<file path="config.mk">
export PLATFORM = sky130hd
export DESIGN_NAME = mem_port_arbiter
export DESIGN_NICKNAME = d
export VERILOG_FILES = /design/src/rtl/mem_arb_pkg.sv /design/src/rtl/arb_pick.sv /design/src/rtl/mem_port_arbiter.sv
export SDC_FILE = /design/constraint.sdc
export NUM_CORES = 1
export LEC_CHECK = 0
export ABC_AREA = 1
export BUFFER_PORTS_ARGS = -buffer_cell sky130_fd_sc_hd__buf_2
export CAP_MARGIN = 20
export CORE_ASPECT_RATIO = 0.6
export CORE_MARGIN = 1
export CORE_UTILIZATION = 40
export DETAILED_ROUTE_END_ITERATION = 8
export GPL_TIMING_DRIVEN = 0
export PLACE_DENSITY = 0.7
export SKIP_CTS_REPAIR_TIMING = 1
export SLEW_MARGIN = 0
export SYNTH_ARGS = -nofsm -noshare
export SYNTH_HDL_FRONTEND = slang
export SYNTH_SLANG_ARGS = --single-unit
</file>
<file path="constraint.sdc">
create_clock -name clk -period 3.3 [get_ports clk]
set_clock_uncertainty 0.2 [all_clocks]
set_input_delay 0.33 -clock clk [delete_from_list [all_inputs] [get_ports clk]]
set_output_delay 0.33 -clock clk [all_outputs]
set_load 0.02 [all_outputs]
</file>
<file path="src/rtl/mem_arb_pkg.sv">
// mem_arb_pkg: shared FSM encodings, owner codes and read-latency limits for mem_port_arbiter.
package mem_arb_pkg;

    typedef enum logic [1:0] {
        IDLE   = 2'd0,
        ACCESS = 2'd1,
        RDWAIT = 2'd2,
        DONE   = 2'd3
    } arb_state_e;

    localparam logic OWNER_CPU = 1'b0;
    localparam logic OWNER_PER = 1'b1;

    localparam int RD_LAT_MIN = 1;
    localparam int RD_LAT_MAX = 4;

endpackage

</file>
<file path="src/rtl/arb_pick.sv">
// arb_pick: combinational 2-way grant between CPU and peripheral.
// MEM_ARB_ROUND_ROBIN_EN selects round-robin tie-breaking; otherwise the CPU wins ties.
module arb_pick
    import mem_arb_pkg::*;
(
    input  logic cpu_req_i,
    input  logic per_req_i,
    input  logic last_grant_i,
    output logic grant_o
);

    logic tie_pick;

`ifdef MEM_ARB_ROUND_ROBIN_EN
    assign tie_pick = ~last_grant_i;
`else
    assign tie_pick = OWNER_CPU;
`endif

    // With no request the previous grantee is kept so owner never glitches.
    assign grant_o = cpu_req_i ? (per_req_i ? tie_pick : OWNER_CPU)
                               : (per_req_i ? OWNER_PER : last_grant_i);

endmodule

</file>
<file path="src/rtl/mem_port_arbiter.sv">
// mem_port_arbiter: shares one single-port RAM between the CPU and a peripheral master.
// Build option: MEM_ARB_ROUND_ROBIN_EN (round-robin ties; default is fixed CPU priority).
module mem_port_arbiter
    import mem_arb_pkg::*;
#(
    parameter int ADDR_W = 16,
    parameter int DATA_W = 16,
    parameter int RD_LAT = 1
) (
    input  logic              clk,
    input  logic              reset,
    input  logic              cpu_req,
    input  logic              cpu_we,
    input  logic [ADDR_W-1:0] cpu_addr,
    input  logic [DATA_W-1:0] cpu_wdata,
    output logic [DATA_W-1:0] cpu_rdata,
    output logic              cpu_ack,
    input  logic              per_req,
    input  logic              per_we,
    input  logic [ADDR_W-1:0] per_addr,
    input  logic [DATA_W-1:0] per_wdata,
    output logic [DATA_W-1:0] per_rdata,
    output logic              per_ack,
    output logic [ADDR_W-1:0] mem_addr,
    output logic [DATA_W-1:0] mem_wdata,
    output logic              mem_we,
    input  logic [DATA_W-1:0] mem_rdata,
    output logic              owner
);

    localparam int LAT   = (RD_LAT < RD_LAT_MIN) ? RD_LAT_MIN :
                           (RD_LAT > RD_LAT_MAX) ? RD_LAT_MAX : RD_LAT;
    localparam int CNT_W = $clog2(LAT) + 1;

    arb_state_e        state_q;
    logic              owner_q;
    logic              we_q;
    logic              mem_we_q;
    logic              cpu_ack_q;
    logic              per_ack_q;
    logic [ADDR_W-1:0] mem_addr_q;
    logic [DATA_W-1:0] mem_wdata_q;
    logic [DATA_W-1:0] cpu_rdata_q;
    logic [DATA_W-1:0] per_rdata_q;
    logic [CNT_W-1:0]  cnt_q;

    logic              grant_d;
    logic              we_d;
    logic [ADDR_W-1:0] addr_d;
    logic [DATA_W-1:0] wdata_d;

    arb_pick u_pick (
        .cpu_req_i    (cpu_req),
        .per_req_i    (per_req),
        .last_grant_i (owner_q),
        .grant_o      (grant_d)
    );

    assign we_d    = (grant_d == OWNER_PER) ? per_we    : cpu_we;
    assign addr_d  = (grant_d == OWNER_PER) ? per_addr  : cpu_addr;
    assign wdata_d = (grant_d == OWNER_PER) ? per_wdata : cpu_wdata;

    // Reads always spend LAT cycles in RDWAIT so the RAM output has settled before capture.
    always_ff @(posedge clk or negedge reset) begin
        if (!reset) begin
            state_q     <= IDLE;
            owner_q     <= OWNER_PER;
            we_q        <= 1'b0;
            mem_we_q    <= 1'b0;
            cpu_ack_q   <= 1'b0;
            per_ack_q   <= 1'b0;
            mem_addr_q  <= '0;
            mem_wdata_q <= '0;
            cpu_rdata_q <= '0;
            per_rdata_q <= '0;
            cnt_q       <= '0;
        end else begin
            case (state_q)
                IDLE: begin
                    if (cpu_req || per_req) begin
                        owner_q     <= grant_d;
                        we_q        <= we_d;
                        mem_we_q    <= we_d;
                        mem_addr_q  <= addr_d;
                        mem_wdata_q <= wdata_d;
                        state_q     <= ACCESS;
                    end
                end
                ACCESS: begin
                    mem_we_q <= 1'b0;
                    if (we_q) begin
                        cpu_ack_q <= (owner_q == OWNER_CPU);
                        per_ack_q <= (owner_q == OWNER_PER);
                        state_q   <= DONE;
                    end else begin
                        cnt_q   <= CNT_W'(LAT - 1);
                        state_q <= RDWAIT;
                    end
                end
                RDWAIT: begin
                    if (cnt_q == '0) begin
                        if (owner_q == OWNER_CPU) cpu_rdata_q <= mem_rdata;
                        else                      per_rdata_q <= mem_rdata;
                        cpu_ack_q <= (owner_q == OWNER_CPU);
                        per_ack_q <= (owner_q == OWNER_PER);
                        state_q   <= DONE;
                    end else begin
                        cnt_q <= cnt_q - CNT_W'(1);
                    end
                end
                DONE: begin
                    cpu_ack_q <= 1'b0;
                    per_ack_q <= 1'b0;
                    state_q   <= IDLE;
                end
                default: state_q <= IDLE;
            endcase
        end
    end

    assign cpu_rdata = cpu_rdata_q;
    assign per_rdata = per_rdata_q;
    assign cpu_ack   = cpu_ack_q;
    assign per_ack   = per_ack_q;
    assign mem_addr  = mem_addr_q;
    assign mem_wdata = mem_wdata_q;
    assign mem_we    = mem_we_q;
    assign owner     = owner_q;

endmodule
</file>
==> run metrics <==
outcome=finished clean; I/O pins=154; leakage=2.58 nW; Async S/R FF share, synth=1.00; crit end category=flop; first-pass GRT wire length=13900 um; Min Clock Period, post-route=1.81 ns; Max Cap Viol=0; core area=7880 um^2; Layout Utilization=0.564; placed instance area=4170 um^2; finished layout cell area=4450 um^2; Mapped Cells=408; FF+latch count, synth=71; Die X=119 um; critical path class=reg2reg; CTS sink count=71; Skew-Pair Late Insertion Delay=0.33 ns; Layout area overhead=36.1%; Worst EP arrival=1.85 ns; chain of cells forming the critical path=inv_1 > ha_1 > o21ai_4 > inv_2 > buf_4 > nand2_1 > o21ai_1; combinational power share=0.459; drt via density=4.61; CTS Root Cell=clkbuf_16; most frequent cell after synthesis=nand2_1; power share of the sequential group=0.347; H-tree levels=3; GP Congestion=0.816; Total Routed Length=8590 um; total number of yosys warnings=0; worst slew pin tran=0.904 ns; first-pass iteration count of the detailed router=4; sequential-to-total area share from yosys stat=0.544; CTS tree=built; Final Hold Viols=0; largest net degree at the start of global routing=72; post-synthesis cell type count=18; initial antenna violation count=0; drt wl/cell=12.6 um; Post-synth EDFFs=0; fin crit share=0.547; Synth area leaders=dfrtp_1, nand2_1, inv_1, o21ai_0, o21ai_1; DIE HEIGHT=72.0 um; setup TNS=0 ns; GRT Util Overall=0.209; CTS Buffer Depth=2; syn_nets=499; Psw=1.93 mW; Peak Freq=0.554 GHz; max-slew violation count=0; vias post-DR=3153; share of cells above drive strength 1=0.321; Clk pwr share=0.194; Max VDD drop=0.386 mV; grt ovf=0; top cell type's share of synthesized area=0.536; Slew headroom=0.397; Num CTS Buffers=9; commonest cells in the synthesized netlist=nand2_1, dfrtp_1, inv_1; Post-Syn Area=3270 um^2; overall power=4.50 mW; crit path launch type=flop; largest area contributor in the netlist=dfrtp_1; switching portion of total power=0.430; Int Power=2.56 mW; number of port buffers=153; vias in the first global route=2903; Critical Path RT=3.34 ns; CTS clk-pin slew, worst paths=0.05 ns; syn_area_per_cell=8.01 um^2; final setup fails=0; nets=664; crit-path max FO=10; n_diodes=0; RSZ-0062 raised after global routing=no; worst min path class=in2reg; Initial Utilization=0.415; slowest stage delay, CP=0.43 ns; row cnt=25; worst hold margin=0.0462 ns; DRC=0; dpl hpwl=6420 um; Synth Flop Type=dfrtp_1; Die ar.=8550 um^2; Post-DRT Antenna Nets=0; Detailed Route Iter0 Violations=115; CP max stage cell=dfrtp_1; Power Density=1010 nW/um^2
==> stage by stage <==
step           std cells  worst slack (ns)
3_3_place_gp         669              1.31
4_1_cts              683              1.47
3_5_place_dp         669              1.50
6_report             684              1.49
2_1_floorplan        408              1.77
5_1_grt              684              1.31
==> per-layer routing <==
| metal | GRT usage | vias to the layer above | wire length [um] |
|---|---|---|---|
| met5 | 0 | - | 0 |
| met4 | 0.0619 | 0 | 91 |
| met3 | 0.0653 | 10 | 687 |
| met2 | 0.327 | 122 | 3750 |
| met1 | 0.282 | 1445 | 4060 |
| li1 | - | 1576 | - |
==> area by class of cell <==
| class | instances | area [um^2] |
|---|---|---|
| Buffer | 19 | 135 |
| Clock buffer | 13 | 260 |
| Clock inverter | 1 | 5.00 |
| Fill cell | 775 | 3440 |
| Inverter | 56 | 210 |
| Multi-Input combinational cell | 262 | 1140 |
| Sequential cell | 71 | 1780 |
| Tap cell | 108 | 135 |
| Timing Repair Buffer | 154 | 778 |
==> final timing paths <==
path / startpoint / to / slack [ns] / depth (start not counted)
worst max register to register: state_q[0] / mem_wdata[11] / 1.49 / 7
max in group asynchronous: reset / cpu_rdata[13] / 1.84 / 2
min in group asynchronous: reset / per_rdata[9] / 0.48 / 2
worst min-delay path: cpu_req / owner / 0.05 / 2
worst min register to register: per_rdata[4] / per_rdata[4] / 0.28 / 2
worst max-delay path: state_q[0] / mem_wdata[11] / 1.49 / 7
==> state kept, by name, indices dropped and copies added, names as in the netlist <==
signal     cells
cpu_ack        1
cpu_rdata     16
mem_addr      16
mem_wdata     16
mem_we         1
owner          1
per_ack        1
per_rdata     16
state_q        2
we_q           1
==> kinds of logic after synthesis <==
logic type / count (synthesis) / synth area share
buffers and inverters: 75 / 0.106
AND/OR/NAND/NOR: 184 / 0.213
adder cells (fa/ha/maj): 5 / 0.0191
AO/OA/AOI/OAI: 73 / 0.118
flip-flops: 71 / 0.544
==> critical path: cells and delay by family (launching register included) <==
family	cells	cell delay, ns
adder cells (fa/ha/maj)	1	0.28
AO/OA/AOI/OAI	2	0.29
buffers and inverters	3	0.45
flip-flops	1	0.43
AND/OR/NAND/NOR	1	0.07
==> power groups by stage <==
| stage | logic (mW) | clock network, mW | registers [mW] |
|---|---|---|---|
| 3_5_place_dp | 2.09 | 0 | 1.57 |
| 3_3_place_gp | 2.03 | 0 | 1.55 |
| 2_1_floorplan | 0.829 | 0 | 2.06 |
| 4_1_cts | 2.09 | 0.894 | 1.56 |
| 6_report | 2.06 | 0.872 | 1.56 |
| 5_1_grt | 2.29 | 0.942 | 1.62 |
==> layout by cell type, fill, tap and decap left out <==
cell type and n:
nand3_1 5, nor2_1 35, nand2_1 144, clkbuf_16 9, a22oi_1 1, dlygate4sd3_1 1, o211ai_1 1, inv_1 54
buf_4 4, buf_2 158, o21ai_2 1, clkinv_2 1, o21ai_4 1, clkbuf_1 6, ha_1 5, o21ai_0 39
buf_6 6, dfrtp_1 70, clkbuf_8 2, o21ai_1 30, dfstp_2 1, inv_2 2
Note: power is estimated with default switching activity, not from simulation.
